File: config.mk
export PLATFORM = sky130hd
export DESIGN_NAME = bkm_control_iter
export DESIGN_NICKNAME = d
export VERILOG_FILES = /design/src/rtl/bkm_pkg.sv /design/src/rtl/bkm_digit_sel.sv /design/src/rtl/bkm_control_iter.sv
export SDC_FILE = /design/constraint.sdc
export NUM_CORES = 1
export LEC_CHECK = 0
export CORE_MARGIN = 2
export CORE_UTILIZATION = 25
export DETAILED_ROUTE_END_ITERATION = 8
export PLACE_DENSITY = 0.43
export RECOVER_POWER = 100
export SLEW_MARGIN = 10
export SYNTH_ARGS = -nofsm -noshare
export SYNTH_HDL_FRONTEND = slang
export SYNTH_SLANG_ARGS = --single-unit
export TNS_END_PERCENT = 50
File: constraint.sdc
create_clock -name clk -period 7.9 [get_ports clk]
set_input_delay 1.58 -clock clk [delete_from_list [all_inputs] [get_ports clk]]
set_output_delay 1.58 -clock clk [all_outputs]
set_load 0.05 [all_outputs]
File: src/rtl/bkm_pkg.sv
// ---------------------------------------------------------------------------
// bkm_pkg
// Shared definitions for the BKM control-path engine:
//   - digit codes sent to the log-LUT and to the value path
//   - FSM state encoding of the iterative controller
//   - threshold T(n) used by digit selection
//   - add/sub and clamp helpers used for the saturating update
// ---------------------------------------------------------------------------
package bkm_pkg;

    // Code 2'b10 is reserved and never produced.
    typedef enum logic [1:0] {
        D_ZERO = 2'b00,
        D_POS  = 2'b01,
        D_NEG  = 2'b11
    } digit_e;

    typedef enum logic [1:0] {
        S_IDLE = 2'b00,
        S_RUN  = 2'b01,
        S_DONE = 2'b10
    } state_e;

    // T(n) = 2^(dw-3-n) while that exponent is non-negative, 1 afterwards.
    function automatic longint threshold(input int n, input int dw);
        if (n <= dw - 3) begin
            return longint'(1) <<< (dw - 3 - n);
        end
        return longint'(1);
    endfunction

    // Exact sum/difference; 64 bits is far wider than any control variable,
    // so the result never wraps before it is clamped.
    function automatic longint addsub(input longint a, input longint b, input logic add);
        return add ? (a + b) : (a - b);
    endfunction

    // Clamp to the two's complement range of a dw-bit word.
    function automatic longint sat_clamp(input longint raw, input int dw);
        longint hi;
        longint lo;
        hi = (longint'(1) <<< (dw - 1)) - longint'(1);
        lo = -(longint'(1) <<< (dw - 1));
        if (raw > hi) begin
            return hi;
        end
        if (raw < lo) begin
            return lo;
        end
        return raw;
    endfunction

endpackage

File: src/rtl/bkm_digit_sel.sv
// ---------------------------------------------------------------------------
// bkm_digit_sel
// Selects one BKM digit from a registered control variable and the current
// step index: +1 if x >= T(n), -1 if x <= -T(n), 0 otherwise.
// Ports:
//   i_x  DW-bit two's complement control variable (Q2.(DW-2))
//   i_n  step index
//   o_d  digit code (D_ZERO / D_POS / D_NEG)
// ---------------------------------------------------------------------------
module bkm_digit_sel
    import bkm_pkg::*;
#(
    parameter int DW    = 16,
    parameter int LOG2N = 6
) (
    input  logic [DW-1:0]    i_x,
    input  logic [LOG2N-1:0] i_n,
    output logic [1:0]       o_d
);

    longint w_x;
    longint w_thr;

    always_comb begin
        w_x   = longint'($signed(i_x));
        w_thr = threshold(int'(i_n), DW);
        if (w_x >= w_thr) begin
            o_d = D_POS;
        end else if (w_x <= -w_thr) begin
            o_d = D_NEG;
        end else begin
            o_d = D_ZERO;
        end
    end

endmodule

File: src/rtl/bkm_control_iter.sv
// ---------------------------------------------------------------------------
// bkm_control_iter
// Iterative BKM control-path engine. Loads u_0/v_0 on start, then every step
// selects digits from u/v, presents them to an external log-LUT, streams the
// digit pair to the value path over valid/ready and updates u/v from the
// LUT reply with saturation. Runs n_max steps, then pulses done.
// Ports:
//   clk, arst_n, srst, enable    clock, async low reset, sync reset, clock enable
//   start, mode, n_max, u_0, v_0 run request and parameters (sampled in IDLE)
//   lut_n, lut_d_u, lut_d_v      step index and digits to the log-LUT
//   lut_u, lut_v                 combinational LUT reply
//   d_valid, d_ready, d_u, d_v, d_idx   digit stream to the value path
//   busy, done, u_res, v_res, ovf       status and results
// ---------------------------------------------------------------------------
module bkm_control_iter
    import bkm_pkg::*;
#(
    parameter int DW    = 16,
    parameter int N     = 64,
    parameter int LOG2N = 6
) (
    input  logic             clk,
    input  logic             arst_n,
    input  logic             srst,
    input  logic             enable,
    input  logic             start,
    input  logic             mode,
    input  logic [LOG2N-1:0] n_max,
    input  logic [DW-1:0]    u_0,
    input  logic [DW-1:0]    v_0,
    output logic [LOG2N-1:0] lut_n,
    output logic [1:0]       lut_d_u,
    output logic [1:0]       lut_d_v,
    input  logic [DW-1:0]    lut_u,
    input  logic [DW-1:0]    lut_v,
    output logic             d_valid,
    input  logic             d_ready,
    output logic [1:0]       d_u,
    output logic [1:0]       d_v,
    output logic [LOG2N-1:0] d_idx,
    output logic             busy,
    output logic             done,
    output logic [DW-1:0]    u_res,
    output logic [DW-1:0]    v_res,
    output logic             ovf
);

    state_e           r_state;
    state_e           w_next_state;
    logic [LOG2N-1:0] r_n;
    logic [LOG2N-1:0] r_nmax;
    logic             r_mode;
    logic [DW-1:0]    r_u;
    logic [DW-1:0]    r_v;
    logic [DW-1:0]    r_ures;
    logic [DW-1:0]    r_vres;
    logic             r_ovf;

    logic [1:0]       w_du;
    logic [1:0]       w_dv;
    logic             w_hs;
    logic             w_last;
    longint           w_u_raw;
    longint           w_v_raw;
    longint           w_u_sat;
    longint           w_v_sat;
    logic             w_u_ovf;
    logic             w_v_ovf;

    bkm_digit_sel #(.DW(DW), .LOG2N(LOG2N)) u_sel_u (
        .i_x (r_u),
        .i_n (r_n),
        .o_d (w_du)
    );

    bkm_digit_sel #(.DW(DW), .LOG2N(LOG2N)) u_sel_v (
        .i_x (r_v),
        .i_n (r_n),
        .o_d (w_dv)
    );

    // mode 1 (L-mode) adds the LUT reply, mode 0 (E-mode) subtracts it.
    // Saturation is detected as any difference between exact and clamped value.
    always_comb begin
        w_u_raw = addsub(longint'($signed(r_u)), longint'($signed(lut_u)), r_mode);
        w_v_raw = addsub(longint'($signed(r_v)), longint'($signed(lut_v)), r_mode);
        w_u_sat = sat_clamp(w_u_raw, DW);
        w_v_sat = sat_clamp(w_v_raw, DW);
        w_u_ovf = (w_u_sat != w_u_raw);
        w_v_ovf = (w_v_sat != w_v_raw);
    end

    // The N-1 guard keeps the index from ever running past the LUT depth.
    assign w_last = (r_n == (r_nmax - LOG2N'(1))) || (int'(r_n) == N - 1);

    always_comb begin
        w_next_state = r_state;
        d_valid      = 1'b0;
        busy         = 1'b0;
        done         = 1'b0;
        w_hs         = 1'b0;
        unique case (r_state)
            S_IDLE: begin
                if (enable && start) begin
                    w_next_state = (n_max == '0) ? S_DONE : S_RUN;
                end
            end
            S_RUN: begin
                busy    = 1'b1;
                d_valid = enable;
                w_hs    = enable && d_ready;
                if (w_hs && w_last) begin
                    w_next_state = S_DONE;
                end
            end
            S_DONE: begin
                // Held while disabled so the pulse is never lost.
                done = 1'b1;
                if (enable) begin
                    w_next_state = S_IDLE;
                end
            end
            default: begin
                w_next_state = S_IDLE;
            end
        endcase
    end

    always_ff @(posedge clk or negedge arst_n) begin
        if (!arst_n) begin
            r_state <= S_IDLE;
        end else if (srst) begin
            r_state <= S_IDLE;
        end else begin
            r_state <= w_next_state;
        end
    end

    always_ff @(posedge clk or negedge arst_n) begin
        if (!arst_n) begin
            r_n    <= '0;
            r_nmax <= '0;
            r_mode <= 1'b0;
            r_u    <= '0;
            r_v    <= '0;
            r_ures <= '0;
            r_vres <= '0;
            r_ovf  <= 1'b0;
        end else if (srst) begin
            r_n    <= '0;
            r_nmax <= '0;
            r_mode <= 1'b0;
            r_u    <= '0;
            r_v    <= '0;
            r_ures <= '0;
            r_vres <= '0;
            r_ovf  <= 1'b0;
        end else if (enable) begin
            unique case (r_state)
                S_IDLE: begin
                    if (start) begin
                        r_n    <= '0;
                        r_nmax <= n_max;
                        r_mode <= mode;
                        r_u    <= u_0;
                        r_v    <= v_0;
                        r_ovf  <= 1'b0;
                    end
                end
                S_RUN: begin
                    if (d_ready) begin
                        r_u <= w_u_sat[DW-1:0];
                        r_v <= w_v_sat[DW-1:0];
                        r_n <= r_n + LOG2N'(1);
                        if (w_u_ovf || w_v_ovf) begin
                            r_ovf <= 1'b1;
                        end
                    end
                end
                S_DONE: begin
                    r_ures <= r_u;
                    r_vres <= r_v;
                end
                default: begin
                    r_n <= r_n;
                end
            endcase
        end
    end

    assign lut_n   = r_n;
    assign d_idx   = r_n;
    assign lut_d_u = w_du;
    assign lut_d_v = w_dv;
    assign d_u     = w_du;
    assign d_v     = w_dv;
    assign u_res   = r_ures;
    assign v_res   = r_vres;
    assign ovf     = r_ovf;

endmodule

==> out/results.tsv, run 1 <==
metric	value	unit
status	finished, violations left	
violated checks	max-capacitance violations, max-slew violations	
CP Data Required Time	6320	ps
drt first-iter violations	585	
skew final	7.03	ps
clock tree buffer depth	2	
headroom to the max-slew limit	-132	%
Startpoint Class	flip-flop	
post-layout min period	7460	ps
Cell Rows	82	
WS Path Type	reg -> out	
actual slew at the worst max-slew pin	3490	ps
Crit. End Element	output pin	
Pwr Total	3.30	mW
largest net degree at the start of global routing	71	
RSZ-0062 raised after global routing	no	
Yosys cell types	95	
final hold violation count	0	
Area after DPL	0.0150	mm²
DRC	0	
final instance area	0.0152	mm²
standby leakage power	7.70	nW
CTS root buf	clkbuf_16	
Worst Setup Slack, final	435	ps
vias in the first global route	11600	
Post-Place Worst Slack	852	ps
final net count	2085	
xor/xnor share of the synthesized area	4.79	%
post-synthesis mux area share	1.55	%
fraction of layout cells with a size suffix above 1	4.95	%
Critical Path Fanout Max	16	
antenna-violating nets left	0	
Clock Sinks	80	
Final Cycle Share	94.5	%
routed wire length per instance	16.3	µm
H-tree level count	3	
HPWL Detailed	31200	µm
Setup TNS	0	ps
Synth async-reset ratio	100	%
clk slew on worst S/H paths	60	ps
Syn Area/Cell	8.31	µm²
Post-CTS Resized	0	
drt total wl	38900	µm
All-Layer GR Usage	14.9	%
simple-gate area share of the yosys netlist	18.4	%
Synth Area in Compound Gates	25.9	%
gr ovfl total	0	
first-pass GRT wire length	63000	µm
Ys Warns	0	
Pre-Repair DR Iteration Count	7	
Via Count	11700	
Yosys reg bits	80	
Starting Density	25.2	%
Fmax achieved	0.134	GHz
chip width	229	µm
Hold Crit Class	reg -> reg	
die area	0.0524	mm²
post-synthesis sequential area ratio	15.8	%
initial antenna violation count	1	
I/O Buffers	132	
routability cong.	0.872	
number of flops mapped to enable cells by yosys	0	
Syn Inst Count	1521	
synthesized area	0.0126	mm²
PwrDens	217	mW/mm²
diodes inserted	0	
number of max-cap violations	4	
Core Region	0.0501	mm²
area delta synth->final	20.4	%
WP data arrival	5880	ps
I/O Pins	133	
largest family of logic cells by synthesized area	adder cells	
Worst-Skew Late Latency	360	ps
maximum VDD drop	0.000121	V
Synth Area in Adders	29.3	%
hold_buf cts	0	
vias per cell	4.90	
postcts setup bufs	0	
Setup-failing EPs final	0	
CTS tree	yes	
total CTS buffers	9	
utilization after layout	30.4	%
ys flop type	dfrtp_1	
Die Y	229	µm
Slew Viols, Final	157	
## synthesized netlist by cell type (29+ instances only)
library cell  number  area, µm²
clkbuf_1          35        131
a22o_1            33        289
dfrtp_1           80       2000
xnor2_1           29        254
a21oi_1          105        526
xor2_1            37        324
nor2_1           116        435
nor3_1            33        165
a21o_1            77        578
o21ai_0           85        425
nand4_1           45        282
nand3_1           35        175
inv_1             64        240
nand2_1          120        450
ha_1             293       3670
## cells in the final DEF, fill, tap and decap left out, types with 29 or more instances in the layout
cell type,Yosys,layout
nand2_1,120,120
a21oi_1,105,104
inv_1,64,64
a21o_1,77,77
nor3_1,33,33
o21ai_0,85,103
xor2_1,37,37
dlygate4sd3_1,0,51
nand3_1,35,35
dfrtp_1,80,78
conb_1,1,88
xnor2_1,29,29
nor2_1,116,116
a22o_1,33,33
ha_1,293,293
clkdlybuf4s50_1,0,72
nand4_1,45,45
## kinds of logic after synthesis
logic type                 Yosys count
adders and majority gates          295
other                                1
muxes                               18
buffers and inverters              122
DFF                                 80
and+or+nand+nor                    463
xor gates and xnor gates            67
AOI/OAI and AO/OA                  475
## cell type report
cell class / instances / area (µm²)
timing repair buffer: 152 / 1430
fill: 5453 / 34800
inverter: 64 / 240
sequential: 80 / 2010
clock buffer: 12 / 256
clock inverter: 4 / 76.3
tap: 672 / 841
multi-input combinational: 1406 / 10400
## per-layer routing
layer	GRT usage, %	routed length [µm]	vias up
met4	3.35	550	2
met1	20.0	18800	5448
li1	-	-	6034
met3	1.27	941	31
met2	25.9	18600	195
met5	0	13	-
## worst paths after layout
path | cells after the start | start | slack (ps) | endpoint
min | 1 | u_res[11] | 500 | u_res[11]
min in group asynchronous | 1 | arst_n | 1410 | u_res[11]
max in group asynchronous | 2 | arst_n | 2170 | r_u[15]
min reg2reg | 1 | u_res[11] | 500 | u_res[11]
max reg2reg | 9 | r_state[0] | 2910 | r_u[9]
max | 22 | d_idx[2] | 440 | lut_d_u[0]
## through the flow
step / hold slack, ps / cells
floorplan: 492 / 1608
global placement: 495 / 2374
detailed placement: 496 / 2374
CTS: 515 / 2390
global route: 529 / 2390
finish: 504 / 2390
## state kept, by name, indices dropped and copies added (netlist names)
register and flops:
u_res 16, d_idx 6, r_mode 1, v_res 16, r_state 2, r_nmax 6, ovf 1, r_v 16
r_u 16
## power breakdown
part	leakage, nW	internal, mW	switching, mW
combinational	6.46	0.879	1.24
clock	0.159	0.295	0.189
sequential	1.07	0.473	0.215
## critical path, cell delays in order (launching register included)
cell and delay, ps:
dfrtp_1 590, ha_1 480, xor2_1 200, nor2b_1 320
nand2_1 80, nand2_1 140, inv_1 60, ha_1 270
o21ai_2 320, nor2_1 180, o21ai_0 210, o21ai_0 150
ha_1 210, a21o_1 150, a21o_1 160, a21oi_1 150
o31ai_1 90, o211a_1 220, or4_1 530, a21oi_1 150
mux2_1 390, or2_0 260, buf_4 200
Note: power is estimated with default switching activity, not from simulation.
==> run 2: changes to the inputs <==
--- a/constraint.sdc
+++ b/constraint.sdc
@@ -3,2 +3,2 @@
 set_output_delay 1.58 -clock clk [all_outputs]
-set_load 0.05 [all_outputs]
+set_load 0.01 [all_outputs]
==> run 2 against run 1 <==
  * The run still ends with max-capacitance violations, max-slew violations left
  * Maximum frequency increased by 0.54%
  * Setup slack improved by 40 ps
  * Clock skew increased by 9.5 ps
  * Wire length decreased by 0.46%
  * Largest power group unchanged
  * Highest routed layer is now met4
==> out/results.tsv, run 2 (synthesis gave the netlist of run 1 again) <==
metric	value	unit	change
Slew Viols, Final	172		+9.6%
Setup-failing EPs final	0		unchanged
HPWL Detailed	31200	µm	+0.28%
WS Path Type	in -> reg		
DRC	0		unchanged
status	finished, violations left		
All-Layer GR Usage	14.7	%	-0.16 points
Fmax achieved	0.135	GHz	+0.54%
violated checks	max-capacitance violations, max-slew violations		
min-delay src	u_res[10]		
Reg-to-Reg End	r_u[9]		
I/O Pins	133		unchanged
postcts setup bufs	0		unchanged
fraction of layout cells with a size suffix above 1	4.83	%	-0.12 points
chip width	229	µm	unchanged
gr ovfl total	0		unchanged
most common cell after layout, fill and taps aside	ha_1		
slowest CP cell	clkbuf_1		
Hold Crit Class	reg -> reg		
Hold Path End	u_res[10]		
Die Y	229	µm	unchanged
vias per cell	4.91		+0.26%
standby leakage power	7.68	nW	-0.21%
Via Count	11700		+0.30%
diodes inserted	0		unchanged
clock tree buffer depth	2		unchanged
Core Region	0.0501	mm²	unchanged
utilization after layout	30.5	%	+0.14 points
drt total wl	38700	µm	-0.46%
initial antenna violation count	0		-1
Pwr Total	3.20	mW	-2.8%
die area	0.0524	mm²	unchanged
Cell Rows	82		unchanged
headroom to the max-slew limit	-118	%	+15 points
actual slew at the worst max-slew pin	3270	ps	-220 ps
area delta synth->final	21.0	%	
PwrDens	209	mW/mm²	-3.3%
Startpoint Class	primary input		
hold_buf cts	0		unchanged
H-tree level count	3		unchanged
Worst R2R Path Depth	9		unchanged
CP most frequent cell	nor4_1		
clk slew on worst S/H paths	70	ps	about the same
Crit. End Element	flip-flop		
final net count	2086		+0.048%
Worst-Skew Late Latency	370	ps	about the same
number of max-cap violations	4		unchanged
CP Data Required Time	8160	ps	+1840 ps
routability cong.	0.852		-2.2%
Clock Sinks	80		unchanged
final hold violation count	0		unchanged
routed wire length per instance	16.2	µm	-0.50%
reg2reg start	r_state[0]		
first-pass GRT wire length	62500	µm	-0.77%
CTS tree	yes		
Worst R2R Setup Slack	2870	ps	-40 ps
fill cell count	5396		-1.0%
Slowest Stage Delay on Critical Path	820	ps	+230 ps
Starting Density	25.2	%	unchanged
Pre-Repair DR Iteration Count	5		-2
total CTS buffers	9		unchanged
post-layout min period	7420	ps	-39.7 ps
maximum VDD drop	0.000121	V	+0.49%
WP data arrival	7680	ps	+1800 ps
largest net degree at the start of global routing	64		-9.9%
Critical Path Fanout Max	16		unchanged
vias in the first global route	11600		-0.51%
Cell Chain, Critical Path	dlygate4sd3_1, nor4_1, or4b_1, nor4_1, a21oi_1, xor2_1, ha_1, and3_1, a221o_1, a221oi_1, o21ai_2, a31oi_4, mux2_1, a311oi_4, clkbuf_1, a31oi_1, o22a_1		
I/O Buffers	132		unchanged
CTS root buf	clkbuf_16		
commonest non-fill, non-tap cells in the layout	ha_1 (293), nand2_1 (120), nor2_1 (116)		
Final Cycle Share	94.0	%	-0.50 points
skew final	16.6	ps	+9.53 ps
drt first-iter violations	534		-8.7%
worst hold path stage count	1		unchanged
antenna-violating nets left	0		unchanged
-- run 2: worst max path at each step --
stage / depth (start not counted) / slack (ps) / end / from
6_report: 17 / 480 / ovf / lut_v[2]
5_1_grt: 23 / -0.4 / d_v[1] / d_idx[1]
4_1_cts: 23 / 110 / lut_d_u[0] / d_idx[1]
3_5_place_dp: 23 / 510 / d_v[1] / d_idx[1]
3_3_place_gp: 23 / 580 / lut_d_v[1] / d_idx[1]
2_1_floorplan: 22 / 1290 / lut_d_u[0] / d_idx[1]
-- run 2: critical path: cells and delay by family --
kind | cells | cell delay (ps)
buffers and inverters | 2 | 1430
and+or+nand+nor | 4 | 1710
muxes | 1 | 400
AOI/OAI and AO/OA | 8 | 2040
adders and majority gates | 1 | 340
xor gates and xnor gates | 1 | 180
-- run 2: where the power goes --
part	switching, mW	total [mW]	internal, mW
clock network	0.189	0.475	0.286
registers	0.222	0.695	0.473
logic	1.15	2.03	0.884
-- run 2: through the flow --
stage	cell area (µm²)	hold WS, ps	cells	setup TNS, ps	setup WS [ps]
floorplan	13000	492	1608	0	1290
finish	15300	503	2391	0	475
CTS	15400	516	2391	0	107
detailed placement	15100	497	2375	0	511
global route	15300	537	2391	-0.358	-0.358
global placement	15100	500	2375	0	579
-- run 2: layout make-up --
| class | instances | area (µm²) | area share (%) |
|---|---|---|---|
| Clock buffer | 11 | 243 | 1.59 |
| Clock inverter | 5 | 81.3 | 0.532 |
| Inverter | 64 | 240 | 1.57 |
| Multi-Input combinational cell | 1406 | 10400 | 68.1 |
| Sequential cell | 80 | 2010 | 13.2 |
| Tap cell | 672 | 841 | 5.50 |
| Timing Repair Buffer | 153 | 1460 | 9.55 |
-- run 2: what timing repair did --
item | CTS | global route
endpoints found under the hold margin | 0 | 0
setup endpoints to repair | 0 | 8
gates resized for setup | 0 | 6
-- run 2: routing by layer --
metal  vias to the layer above  track usage [%]  part of all wire, %
li1                       6036                -                    -
met1                      5554             19.4                   48
met2                       137             26.3                   49
met3                        18            0.961                  1.9
met4                         0             3.37                  1.5
met5                         -                0                    0
==> run 3: changes to the inputs <==
- CORE_MARGIN: 2 -> 5
==> run 3 against run 2 <==
  * The flow still finishes with violations (max-capacitance violations, max-slew violations)
  * Combinational power is essentially flat
  * First-iteration DRC count grew 1.3%
  * Hold slack lost 1.7 ps
  * Global-route usage shrank 0.73 points
  * Sequential cell count is the same
  * Maximum frequency is essentially flat
  * Final cell count is essentially flat
  * Final area shrank 0.43%
  * Critical endpoint is now d_v[0]
  * Largest power group unchanged
==> out/results.tsv, run 3 (synthesis gave the netlist of run 1 again) <==
metric	value	unit	change
status	finished, violations left		
violated checks	max-capacitance violations, max-slew violations		
drt first-iter violations	541		+1.3%
gr ovfl total	0		unchanged
antenna-violating nets left	0		unchanged
Slew Viols, Final	191		+11%
fraction of layout cells with a size suffix above 1	4.88	%	+0.055 points
Setup-failing EPs final	0		unchanged
clock tree buffer depth	2		unchanged
final hold violation count	0		unchanged
Finished Layout Cells	2392		+0.042%
Post-Place Worst Slack	844	ps	+333 ps
fill cell count	5478		+1.5%
skew final	12.8	ps	-3.75 ps
largest net degree at the start of global routing	74		+16%
Cell Rows	82		unchanged
standby leakage power	7.68	nW	about the same
post-layout min period	7430	ps	+6.95 ps
I/O Buffers	132		unchanged
number of max-cap violations	5		+1
Setup TNS	0	ps	unchanged
total CTS buffers	9		unchanged
Fmax achieved	0.135	GHz	about the same
initial antenna violation count	0		unchanged
Startpoint Class	flip-flop		
Multi-input gate area	0.0104	mm²	-0.23%
RSZ-0062 raised after global routing	no		
HPWL Detailed	31900	µm	+2.2%
Starting Density	25.2	%	unchanged
Via Count	11800		+0.50%
commonest non-fill, non-tap cells in the layout	ha_1 (293), nand2_1 (120), nor2_1 (115)		
DRC	0		unchanged
hold_buf cts	0		unchanged
CTS root buf	clkbuf_16		
Worst-Skew Late Latency	370	ps	about the same
Critical Path Fanout Max	18		+2
WS Path Type	reg -> out		
Core Region	0.0501	mm²	unchanged
final instance area	0.0152	mm²	-0.43%
Area after DPL	0.0150	mm²	-0.12%
vias per cell	4.93		+0.46%
maximum VDD drop	0.000124	V	+1.7%
drt total wl	39600	µm	+2.4%
slowest CP cell	dlygate4sd3_1		
postcts setup bufs	0		unchanged
Worst Setup Slack, final	468	ps	-6.95 ps
buffer and inverter count on the worst path	6		+4
Clock Sinks	80		unchanged
Placed Instances	2376		+0.042%
final net count	2087		+0.048%
I/O Pins	133		unchanged
Slowest Stage Delay on Critical Path	610	ps	-210 ps
Crit. End Element	output pin		
actual slew at the worst max-slew pin	3600	ps	+334 ps
chip width	235	µm	+2.6%
CTS tree	yes		
Final Cycle Share	94.1	%	about the same
All-Layer GR Usage	14.0	%	-0.73 points
utilization after layout	30.4	%	-0.13 points
most common cell after layout, fill and taps aside	ha_1		
die area	0.0551	mm²	+5.3%
routed wire length per instance	16.6	µm	+2.3%
headroom to the max-slew limit	-140	%	-22 points
CP Data Required Time	6320	ps	-1840 ps
routability cong.	0.843		-1.1%
Post-CTS Resized	0		unchanged
Top delay family on crit path	compound AO/OA/AOI/OAI gates		
area delta synth->final	20.4	%	
Cell Chain, Critical Path	buf_4, inv_1, ha_1, nor2b_1, nand2_1, nand2_1, inv_1, ha_1, o21ai_2, buf_4, inv_1, ha_1, and4_1, a221o_1, a221oi_1, o21ai_0, a31o_1, a211o_1, mux2i_1, or3b_1, dlygate4sd3_1		
Register Area	0.00201	mm²	-0.12%
PwrDens	208	mW/mm²	-0.87%
vias in the first global route	11900		+2.7%
WP data arrival	5850	ps	-1830 ps
Die Y	235	µm	+2.6%
first-pass GRT wire length	64000	µm	+2.4%
diodes inserted	0		unchanged
Pre-Repair DR Iteration Count	5		unchanged
H-tree level count	3		unchanged
clk slew on worst S/H paths	60	ps	about the same
Hold Crit Class	reg -> reg		
run 3: changes by cell type in the layout (fill, tap and decap cells not counted), moves of 3 or more:
cell     before  now
o21ai_0      96  104
buf_4         9   15
o21ai_1      10    5
o41ai_1       6    3
o41ai_2       0    3
run 3: report_power, final:
part           switching, mW  total (mW)  leakage, nW  internal [mW]
clock network          0.189       0.434        0.132          0.245
registers              0.228       0.701         1.07          0.473
logic                   1.14        2.03         6.47          0.885
run 3: worst paths after layout:
path	startpoint	endpoint	cells past startpoint	slack (ps)
worst min-delay path	u_res[11]	u_res[11]	1	500
worst max register to register	r_mode	r_v[1]	13	2970
worst min register to register	u_res[11]	u_res[11]	1	500
worst max-delay path	d_idx[1]	d_v[0]	21	470
max in group asynchronous	arst_n	r_u[15]	2	1970
min in group asynchronous	arst_n	r_state[1]	1	1440
run 3: layout make-up:
| class | count | area share [%] |
|---|---|---|
| Inverter | 64 | 1.58 |
| Clock buffer | 11 | 1.53 |
| Sequential cell | 80 | 13.2 |
| Multi-Input combinational cell | 1406 | 68.2 |
| Tap cell | 672 | 5.52 |
| Timing Repair Buffer | 154 | 9.55 |
| Clock inverter | 5 | 0.378 |
run 3: through the flow:
stage | total power [mW] | hold slack, ps
6_report | 3.16 | 501
2_1_floorplan | 2.16 | 492
5_1_grt | 3.50 | 519
4_1_cts | 3.25 | 512
3_3_place_gp | 2.76 | 492
3_5_place_dp | 2.79 | 494
run 3: metal layers:
metal	vias to the layer above	global-route usage, %	share of wire [%]
li1	6042	-	-
met2	166	24.6	48
met4	0	2.90	1.2
met3	19	0.938	2.2
met5	-	0	0
met1	5577	19.0	49
